<file path="src/rtl/tero_response_collector.sv">
// tero_response_collector: counts edges of the selected TERO loop, averages them on each store pulse, and drains the per-loop buffer over valid/ready.
// Optional `TERO_OSC_SYNC_EN`: 2-flop synchronizer + edge detect on osc_in; undefined treats osc_in as clk-synchronous pulses.

module tero_osc_lane (
  input  logic clk,
  input  logic reset,
  input  logic osc,
  output logic edge_evt
);
`ifdef TERO_OSC_SYNC_EN
  // sh[0]/sh[1] synchronize, sh[2] holds the previous synchronized value
  logic [2:0] sh;
  always_ff @(posedge clk or posedge reset)
    if (reset) sh <= '0;
    else       sh <= {sh[1:0], osc};
  assign edge_evt = sh[1] & ~sh[2];
`else
  logic unused_clk_rst;
  assign unused_clk_rst = clk ^ reset;
  assign edge_evt       = osc;
`endif
endmodule

module tero_response_collector #(
  parameter  int NUM_LOOPS        = 4,
  parameter  int REPETITIONS_LOG2 = 12,
  parameter  int ACC_BITS         = 32,
  parameter  int RESP_BITS        = 16,
  localparam int SEL_W            = $clog2(NUM_LOOPS-1)+1
) (
  input  logic                 clk,
  input  logic                 reset,
  input  logic                 reset_puf,
  input  logic [SEL_W-1:0]     select_puf,
  input  logic                 enable_puf,
  input  logic                 store_response_puf,
  input  logic                 done,
  input  logic [NUM_LOOPS-1:0] osc_in,
  output logic                 resp_valid,
  input  logic                 resp_ready,
  output logic [SEL_W-1:0]     resp_index,
  output logic [RESP_BITS-1:0] resp_data,
  output logic                 resp_written,
  output logic                 resp_saturated,
  output logic                 busy
);
  localparam int IDX_W = (NUM_LOOPS > 1) ? $clog2(NUM_LOOPS) : 1;
  localparam int W     = (ACC_BITS > RESP_BITS) ? ACC_BITS : RESP_BITS;
  localparam logic [SEL_W-1:0]    SEL_END    = SEL_W'(NUM_LOOPS);
  localparam logic [SEL_W-1:0]    SEL_LAST   = SEL_W'(NUM_LOOPS-1);
  localparam logic [ACC_BITS-1:0] ACC_MAX    = '1;
  localparam logic [W-1:0]        RESP_MAX_W = W'({RESP_BITS{1'b1}});

  typedef enum logic [1:0] {COLLECT, DRAIN, WAIT_LOW} state_t;

  state_t                             state, state_nx;
  logic [SEL_W-1:0]                   ptr;
  logic [ACC_BITS-1:0]                acc;
  logic                               sat;
  logic [NUM_LOOPS-1:0][RESP_BITS-1:0] mem;
  logic [NUM_LOOPS-1:0]               written, satflag;
  logic [NUM_LOOPS-1:0]               osc_edge;

  logic                 sel_ok, count_en, store_en, accept, last_accept;
  logic [IDX_W-1:0]     sel_idx, ptr_idx;
  logic [W-1:0]         acc_shr;
  logic [RESP_BITS-1:0] avg;

  for (genvar g = 0; g < NUM_LOOPS; g++) begin : g_lane
    tero_osc_lane u_lane (
      .clk      (clk),
      .reset    (reset),
      .osc      (osc_in[g]),
      .edge_evt (osc_edge[g])
    );
  end

  assign sel_ok      = select_puf < SEL_END;
  assign sel_idx     = select_puf[IDX_W-1:0];
  assign ptr_idx     = ptr[IDX_W-1:0];
  assign count_en    = enable_puf & sel_ok & osc_edge[sel_idx];
  assign store_en    = (state == COLLECT) & store_response_puf & sel_ok;
  assign accept      = (state == DRAIN) & resp_ready;
  assign last_accept = accept & (ptr == SEL_LAST);

  // average by shift, clamped to the response width
  assign acc_shr = W'(acc >> REPETITIONS_LOG2);
  assign avg     = (acc_shr > RESP_MAX_W) ? '1 : acc_shr[RESP_BITS-1:0];

  always_ff @(posedge clk or posedge reset)
    if (reset) begin
      acc <= '0;
      sat <= 1'b0;
    end else if (reset_puf) begin
      acc <= '0;
      sat <= 1'b0;
    end else if (count_en && acc != ACC_MAX) begin
      acc <= acc + ACC_BITS'(1);
      if (acc == ACC_MAX - ACC_BITS'(1)) sat <= 1'b1;
    end

  always_ff @(posedge clk or posedge reset)
    if (reset) begin
      ptr     <= '0;
      mem     <= '0;
      written <= '0;
      satflag <= '0;
    end else begin
      if (store_en) begin
        mem[sel_idx]     <= avg;
        written[sel_idx] <= 1'b1;
        satflag[sel_idx] <= sat;
      end
      if (state == COLLECT && done)  ptr <= '0;
      else if (accept && !last_accept) ptr <= ptr + SEL_W'(1);
      if (last_accept) written <= '0;
    end

  always_ff @(posedge clk or posedge reset)
    if (reset) state <= COLLECT;
    else       state <= state_nx;

  always_comb begin
    state_nx = state;
    case (state)
      COLLECT:  if (done)        state_nx = DRAIN;
      DRAIN:    if (last_accept) state_nx = WAIT_LOW;
      WAIT_LOW: if (!done)       state_nx = COLLECT;
      default:                   state_nx = COLLECT;
    endcase
  end

  always_comb begin
    resp_valid     = 1'b0;
    resp_index     = '0;
    resp_data      = '0;
    resp_written   = 1'b0;
    resp_saturated = 1'b0;
    busy           = 1'b0;
    case (state)
      DRAIN: begin
        resp_valid     = 1'b1;
        resp_index     = ptr;
        resp_data      = mem[ptr_idx];
        resp_written   = written[ptr_idx];
        resp_saturated = satflag[ptr_idx];
        busy           = 1'b1;
      end
      WAIT_LOW: busy = 1'b1;
      default: ;
    endcase
  end
endmodule

</file>
<file path="config.mk">
export PLATFORM = sky130hd
export DESIGN_NAME = tero_response_collector
export DESIGN_NICKNAME = d
export VERILOG_FILES = /design/src/rtl/tero_response_collector.sv
export SDC_FILE = /design/constraint.sdc
export NUM_CORES = 1
export LEC_CHECK = 0
export BUFFER_PORTS_ARGS = -buffer_cell sky130_fd_sc_hd__buf_2
export CAP_MARGIN = 20
export CORE_MARGIN = 2
export CORE_UTILIZATION = 50
export CTS_CLUSTER_DIAMETER = 50
export CTS_CLUSTER_SIZE = 40
export DETAILED_ROUTE_END_ITERATION = 7
export PLACE_DENSITY = 0.68
export SYNTH_ARGS = -nofsm -noshare
export SYNTH_HDL_FRONTEND = slang
export SYNTH_SLANG_ARGS = --single-unit
</file>
<file path="constraint.sdc">
create_clock -name clk -period 9.3 [get_ports clk]
set_input_delay 0.93 -clock clk [delete_from_list [all_inputs] [get_ports clk]]
set_output_delay 0.93 -clock clk [all_outputs]
set_load 0.05 [all_outputs]
</file>
[After elaboration in Yosys (flattened, before gate mapping)]
Index checks and enable logic that the tools add are counted.
Cells by class
  add/subtract/negate cells: 2
  order comparisons: 5
  eq/ne operators: 8
  multiplexer cells: 34
  bitwise gates (word level): 7
  reduce and logical (&&, ||, !) cells: 13
Operators by type and width (count)
  64-bit bitwise mux: 1
  16-bit two-way mux: 4
  32-bit two-way mux: 2
  32-bit by 1-bit adder with 32-bit output, second input constant: 1
  16-bit binary-select mux with 2-bit select: 1
  16-bit demux with 2-bit select: 1
  32-bit equality test, second input constant: 1
  32-bit != test, second input constant: 1
  20-bit by 16-bit greater-than comparator with 1-bit output, second input constant: 1
  1-bit two-way mux: 11
  3-bit two-way mux: 3
  4-bit two-way mux: 2
  2-bit nonzero test: 4
  1-bit AND: 6
  1-bit binary-select mux with 2-bit select: 3
  2-bit by 3-bit less-than comparator with 1-bit output, second input constant: 2
  2-bit two-way mux: 3
  2-bit != test, second input constant: 3
  2-bit case mux with 3 select lines: 1
  4-bit bitwise mux: 1
  1-bit logical AND: 4
  4-bit bitwise OR: 1
  3-bit by 1-bit adder with 3-bit output, second input constant: 1
  3-bit by 2-bit equality test with 1-bit output, second input constant: 1
  other kinds (10): 10
Word-level totals
  bits in registers: 110
  input port bits: 14

[Longest topological paths before layout]
Gate-level depths: netlist of the first run.
  depth after elaboration: 7
  gate-level depth with buffers: 8

[Modules after synthesis]
Synthesis of the first run repeated with hierarchy kept, for this count alone.
Second synthesis, totals
  cells, all modules: 523
  area, all modules: 5357.6 µm²
Modules (own cells, without submodules)
  tero_response_collector: times used 1, cells each 519, area an instance 5327.6 µm², sequential area each 2752.6 µm²
  tero_osc_lane: times used 4, cells each 1, area an instance 7.5 µm², sequential area each 0.0 µm²

[Least setup slack after synthesis of the first run]
Ideal clock, no wire load.
  path type: input-to-reg
  start: in select_puf[0]
  end: reg acc[26]
  setup time: 0.125 ns
  data arrival time: 2.628 ns
  data required time: 9.175 ns
  path slack: 6.547 ns
  cell stages on the path: 6
  path buffers: 1
  path through: buf_4 > mux4_2 > nand4_4 > or4_1 > nor3_1 > mux2_2
On the way
  cells in the longest elaborated chain, start to end: 5
Ends and longest elaborated chain
  start, declared: line 34  | input logic [SEL_W-1:0] select_puf,
  3-bit less-than comparator / 1-bit binary-select mux with 2-bit select (equally long branches): line 78, 81
  1-bit AND / 1-bit two-way mux (equally long branches): line 81  | assign count_en = enable_puf & sel_ok & osc_edge[sel_idx];
  1-bit AND *: line 81
  1-bit logical AND *: line 97  | end else if (count_en && acc != ACC_MAX) begin
  2-bit nonzero test (no line) *
  end signal, assigned: line 98  | acc <= acc + ACC_BITS'(1);
  end, declared: line 58  | logic [ACC_BITS-1:0] acc;
Every way passes the cells marked *; elsewhere a longest branch is shown, timed or not. The select of a mux whose other input is x is not followed.
A chain may end at the register's enable or synchronous reset.

[Worst setup path after layout of the first run]
  start: reg ptr[0]
  end: out resp_data[13]
On the way
  cells in the longest elaborated chain, start to end: 3
Ends and longest elaborated chain
  start, declared: line 57  | logic [SEL_W-1:0] ptr;
  start signal, assigned: line 115  | else if (accept && !last_accept) ptr <= ptr + SEL_W'(1);
  16-bit binary-select mux with 2-bit select: line 144  | resp_data = mem[ptr_idx];
  16-bit two-way mux (not written as such): line 144
  16-bit two-way mux: line 140  | case (state)
  end, declared: line 42  | output logic [RESP_BITS-1:0] resp_data,
No other way between the ends. The select of a mux whose other input is x is not followed.

==> results.md, run 1 <==
- # resized after CTS: 0
- Setup_tns: 0 ns
- Fraction of layout cells with a size suffix above 1: about 18%
- Clock insertion delay at the later pin of the skew report: between 0.3 and 0.4 ns
- Shortest clock period the worst path allows after layout: 3.37 ns
- Max frequency: ~300 MHz
- Placed inst area: around 5700 um2
- Outcome: finished, final reports clean
- Syn Std Cell Area: 5400 um2
- Startpoint of the lowest-slack register-to-register path: acc[0]
- Final instance area: roughly 6000 um2
- Number of placed instances with taps included: a little under 700
- Post-synthesis sequential area ratio: between 50% and 60%
- DRC violations left: 0
- Dominant synthesized flop cell: dfrtp_1
- Pleak: between 2 and 3 nW
- Final GP Congestion: roughly 0.82
- Pre-CTS setup slack: 6.34 ns
- Global-route wire length before repair: approximately 19000 um
- Kind of start point of the critical path: register
- Die area: approximately 12000 um2
- Worst rel slew slack: 28.8%
- Total nets after synthesis: around 550
- Required arrival time at the worst endpoint: about 8.4 ns
- Filler cell count in the final layout: 917
- Clk sinks: 110
- FF+latch count, synth: 110
- Max clock buf depth: 2
- CP endpoint kind: output pin
- Reg2Reg Depth: 6
- Global-route usage over all layers: approximately a fifth
- First-pass iteration count of the detailed router: 5
- Horizontal die dimension: between 100 and 150 um
- Crit path arrival time: 2.44 ns
- Core outline area: 10400 um2
- Type of the worst min-delay path: reg2reg
- Transition time of the tightest slew-check pin: roughly 1.1 ns
- Worst Setup Slack, final: around 6 ns
- Number of synthesized flops with an enable pin: 0
- Setup repair after global routing missed its margin: no
- Maximum number of pins on one net before global-route repair: 80
- Area added between synthesis and finish: 9.19%
- Final routed wirelength across all metal layers: between 10000 and 15000 um
- Post-layout util: approximately 57%
- Multi-input gate area in the final layout: between 2000 and 3000 um2
- Share of the clock period used by the worst path: 36.2%
- CTS Buf Count: 9
- Number of top-level design ports: 37
- Hold path startpoint: mem[63]
- Buffers added on ports: 36
- Via count normalized by instance count: 5.69
- Post-layout instance count excluding filler cells: 696
- Number of levels the H-tree was split into: 3
- Starting Density: ~52%
- Synth warn: 0
- Terminating pin of the worst hold path: mem[63]
- Via count of the first global-routing pass: 3950
- Register cell area after layout: 2750 um2
- Number of instances in the synthesized netlist: 530
- Number of buffers added for setup after CTS: 0
- Inserted Diodes: 0
- Clock tree from TritonCTS: built
- Critical register-to-register path endpoint: acc[25]
- Final hold viol count: 0
- Post-synthesis async set-or-reset flop share: between 90% and 100%
- Remaining antenna violation count: 0
- Power per cell area: 233 nW/um2
- Clock tree root buffer cell: clkbuf_8
- Worst voltage drop across the vdd grid: between 0.1 and 0.15 mV
- Worst hold margin: a little under 0.5 ns
- Post-Synthesis Mean Instance Area: 10.2 um2
- Final layout net count: about 580
- Number of cells on the worst hold path: 2
- Max Clock Skew: about 0.011 ns
- DP HPWL: 7590 um
- Total of max-cap violations: 0
- Remaining Overflow, GRT: 0
- Overall via count from detail_route: a little under 4000
- Antenna violations before repair: 0
- Vertical die dimension: between 100 and 150 um
- Clock slew at reported path FFs: 0.10 ns
- PnR Total Power: around 1.4 mW
- Slew Viols, Final: 0
- Detailed Route Iter0 Violations: between 200 and 300
- Final setup vio count: 0
- Unique cell type count in the Yosys netlist: 48
- Largest fanout of any net on the critical path: 21
- CTS hold repair buffers: 0
- Slack of the worst reg-to-reg path: between 6 and 7 ns
- Num rows: 37
- Routed wirelength normalized by instance count: around 16 um
- Category of the critical setup timing path: reg2out
cell type report:
type / instances / share of cell area (%)
repair buffers: 43 / 3.94
well taps: 136 / 2.88
flip-flops and latches: 110 / 46.6
clock buffers: 11 / 2.40
inverters: 11 / 0.742
clock inverters: 5 / 0.954
multi-input cells: 380 / 42.4
kinds of logic (layout without fill, tap and decap cells):
group | after synthesis | count (layout) | share of synthesized area, %
mux | 28 | 28 | 9.77
fa+ha+maj | 9 | 9 | 2.08
compound gates | 111 | 111 | 11.7
simple gates | 216 | 216 | 20.0
buf+inv | 40 | 70 | 2.87
flops | 110 | 110 | 50.9
xor+xnor | 16 | 16 | 2.59
cell usage after synthesis (9+ instances only):
cell	count	area, um2
and2_1	21	131
nor2_1	81	304
nand2_1	47	176
ha_1	9	113
nand3_1	12	60.1
mux4_2	19	428
nand4_1	9	56.3
inv_1	11	41.3
dfrtp_1	110	2750
o21ai_0	38	190
clkbuf_1	26	97.6
a21oi_1	47	235
xnor2_1	16	140
report_power, final:
group,switching [mW],internal [mW],total (mW),leakage (nW)
combinational,0.268,0.175,0.442,0.953
clock,0.160,0.132,0.292,0.0997
sequential,0.0696,0.569,0.639,1.45
metal layers:
metal	vias to the layer above	part of all wire (%)	GRT usage (%)	wire (um)
met2	72	48	34.7	5440
met1	1949	47	28.5	5290
met5	-	0	0	0
met4	0	1.8	7.33	198
li1	1922	-	-	-
met3	17	3.2	3.92	365
worst max-delay path by stage:
| stage | from | end | slack [ns] | depth (start not counted) |
|---|---|---|---|---|
| 2_1_floorplan | reset | acc[0] | 5.47 | 1 |
| 3_3_place_gp | ptr[1] | resp_data[4] | 6.39 | 4 |
| 3_5_place_dp | ptr[0] | resp_data[13] | 6.34 | 3 |
| 4_1_cts | ptr[0] | resp_data[13] | 5.90 | 3 |
| 5_1_grt | ptr[1] | resp_data[7] | 5.83 | 4 |
| 6_report | ptr[0] | resp_data[13] | 5.93 | 3 |
flip-flops by register name, indices dropped and copies added (netlist names):
register / count
ptr: 3
satflag: 4
sat: 1
written: 4
acc: 32
state: 2
mem: 64
cells in the final DEF, fill, tap and decap left out, types with 2 or more instances in the layout:
| master | instances |
|---|---|
| a31oi_1 | 2 |
| nand3_1 | 12 |
| o21ai_0 | 38 |
| mux4_2 | 19 |
| o21a_1 | 2 |
| o31ai_1 | 3 |
| nor4_2 | 2 |
| ha_1 | 9 |
| buf_4 | 7 |
| or4_1 | 5 |
| nor2_1 | 80 |
| or3_1 | 6 |
| xnor2_1 | 16 |
| nand4_1 | 9 |
| buf_2 | 36 |
| nor2b_1 | 4 |
| mux2_2 | 8 |
| clkbuf_8 | 10 |
| a221oi_1 | 2 |
| nand2_1 | 47 |
| a21boi_0 | 2 |
| and2_1 | 21 |
| inv_1 | 10 |
| nor4_1 | 6 |
| and3_1 | 3 |
| and4_1 | 2 |
| nor3_1 | 3 |
| a31o_2 | 4 |
| clkinv_2 | 2 |
| a21oi_1 | 47 |
| nand2b_1 | 4 |
| a211oi_1 | 8 |
| dfrtp_1 | 110 |
critical path, cell delays in order, from the launching register on:
cell and delay (ns):
dfrtp_1 1.06, mux4_2 0.62, and2_1 0.17, buf_2 0.21
(Power assumes the default switching activity.)
==> run 2: changes to the inputs <==
- clock period: 9.3 -> 3.2 ns (I/O delays scaled with it)
==> run 2 against run 1 <==
  * Clock skew is 0.0063 ns higher
  * First-iteration DRC count is 0.76% higher
  * Global-route usage is 0.080 points lower
  * Combinational power grew to 3.0 times the previous value
  * Wire length hardly changed
  * Via count is 1.5% higher
  * Largest cell class unchanged
  * Sequential cell count stayed put
  * Register-to-register slack worse by 5.9 ns
  * Clock-buffer cell count stayed put
  * Setup slack worse by 5.2 ns
==> results.md, run 2 (synthesis gave the netlist of run 1 again) <==
- Worst Setup Slack, final: 0.696 ns (was 5.93 ns)
- PnR Total Power: 3.97 mW (was 1.37 mW)
- Most frequent cells in the layout: dfrtp_1 (110), nor2_1 (80), a21oi_1 (47), nand2_1 (47), o21ai_0 (38) (unchanged)
- Clock tree from TritonCTS: built (unchanged)
- Final layout net count: 581 (was 578)
- Shortest clock period the worst path allows after layout: around 2.5 ns
- First-pass iteration count of the detailed router: 5 (unchanged)
- Buffers added on ports: 36 (unchanged)
- Setup_tns: 0 ns (unchanged)
- Number of buffers added for setup after CTS: 0 (unchanged)
- Final hold viol count: 0 (unchanged)
- Pleak: 2.51 nW (was 2.50 nW)
- Worst rel slew slack: 47.3% (was 28.8%)
- Number of levels the H-tree was split into: 3 (unchanged)
- Inserted Diodes: 0 (unchanged)
- Clock tree root buffer cell: clkbuf_8 (unchanged)
- CP top delay family: flip-flops (unchanged)
- Number of flip-flops in the largest register: 64 (unchanged)
- Antenna violations before repair: 0 (unchanged)
- Final routed wirelength across all metal layers: 11300 um (about the same)
- Leading cell type in the layout, fill and taps excluded: dfrtp_1 (unchanged)
- Crit path arrival time: 2.18 ns (was 2.44 ns)
- Clock insertion delay at the later pin of the skew report: 0.37 ns (was 0.38 ns)
- Core outline area: 10400 um2 (unchanged)
- Required arrival time at the worst endpoint: 2.88 ns (was 8.37 ns)
- Max Clock Skew: 0.0175 ns (was 0.0112 ns)
- Num rows: 37 (unchanged)
- Clock slew at reported path FFs: 0.10 ns (about the same)
- Final setup vio count: 0 (unchanged)
- Max clock buf depth: 2 (unchanged)
- CP endpoint kind: output pin (unchanged)
- Slowest library cell on the worst path: dfrtp_1 (unchanged)
- Outcome: finished, final reports clean (unchanged)
- Final instance area: 5930 um2 (was 5900 um2)
- # resized after CTS: 0 (unchanged)
- Area added between synthesis and finish: 9.68% (was 9.19%)
- Remaining antenna violation count: 0 (unchanged)
- Die area: 11700 um2 (unchanged)
- Maximum number of pins on one net before global-route repair: 78 (was 80)
- Power per cell area: 670 nW/um2 (was 233 nW/um2)
- Global-route wire length before repair: 19300 um (was 19400 um)
- Overall via count from detail_route: 4018 (was 3960)
- Slew Viols, Final: 0 (unchanged)
- CTS Buf Count: 9 (unchanged)
- Max frequency: around 400 MHz
- Horizontal die dimension: 108 um (unchanged)
- Category of the critical setup timing path: reg2out (unchanged)
- Setup repair after global routing missed its margin: no (unchanged)
- DRC violations left: 0 (unchanged)
- Transition time of the tightest slew-check pin: 0.789 ns (was 1.07 ns)
- Fraction of layout cells with a size suffix above 1: 18.1% (was 18.0%)
- Starting Density: 51.9% (unchanged)
- Kind of start point of the critical path: register (unchanged)
- Type of the worst min-delay path: in2async (was reg2reg)
- Largest fanout of any net on the critical path: 13 (was 21)
- Detailed Route Iter0 Violations: 264 (was 262)
- Critical path cell sequence: buf_4 > mux4_2 > and2_1 > buf_2 (was mux4_2 > and2_1 > buf_2)
- Registers with the highest flip-flop counts: mem x64, acc x32 (unchanged)
- CTS hold repair buffers: 0 (unchanged)
- Post-layout instance count excluding filler cells: 698 (was 696)
- Total of max-cap violations: 0 (unchanged)
- Clk sinks: 110 (unchanged)
- Number of buffers and inverters on the critical path: 2 (was 1)
- Highest cell delay on the worst timing path: 0.79 ns (was 1.06 ns)
- Via count of the first global-routing pass: 4039 (was 3950)
- Number of placed instances with taps included: 683 (was 680)
- Number of top-level design ports: 37 (unchanged)
- Final GP Congestion: 0.824 (was 0.817)
- DP HPWL: 7620 um (was 7590 um)
- Largest register by flop count: mem (unchanged)
- Worst voltage drop across the vdd grid: 0.398 mV (was 0.121 mV)
- Vertical die dimension: 108 um (unchanged)
- Global-route usage over all layers: 21.1% (was 21.2%)
- Routed wirelength normalized by instance count: 16.2 um (about the same)
- Via count normalized by instance count: 5.76 (was 5.69)
- Share of the clock period used by the worst path: roughly four fifths
- Placed inst area: 5740 um2 (was 5700 um2)
- Pre-CTS setup slack: 0.898 ns (was 6.34 ns)
- Remaining Overflow, GRT: 0 (unchanged)
## run 2: final timing paths
check | slack (ns) | depth (start not counted) | from | endpoint
min | 0.07 | 2 | reset | satflag[1]
max reg2reg | 0.87 | 6 | acc[0] | acc[26]
max in group asynchronous | 2.28 | 3 | reset | acc[19]
min reg2reg | 0.49 | 2 | mem[58] | mem[58]
max | 0.70 | 4 | ptr[0] | resp_data[11]
min in group clk | 0.17 | 2 | done | ptr[0]
## run 2: per-layer routing
metal	global-route usage (%)	share of wire, %
met1	27.6	46
met2	35.3	50
met3	5.06	4.1
met4	5.95	0.60
met5	0	0
## run 2: final cells by class
class | count | area, um2
Fill cell | 900 | 4490
Sequential cell | 110 | 2750
Inverter | 11 | 45.0
Clock inverter | 4 | 56.3
Tap cell | 136 | 170
Timing Repair Buffer | 46 | 268
Clock buffer | 11 | 131
Multi-Input combinational cell | 380 | 2500
## run 2: power by group
| group | leakage (nW) | switching (mW) | internal (mW) |
|---|---|---|---|
| Clock | 0.0940 | 0.459 | 0.365 |
| Sequential | 1.45 | 0.170 | 1.65 |
| Combinational | 0.969 | 0.808 | 0.515 |
## run 2: metrics by stage
step / utilization (%) / hold WS, ns
finish: 56.9 / 0.0692
global route: 56.9 / 0.118
CTS: 56.9 / 0.0912
detailed placement: 55.1 / 0.465
global placement: 55.1 / 0.457
floorplan: - / 0.403
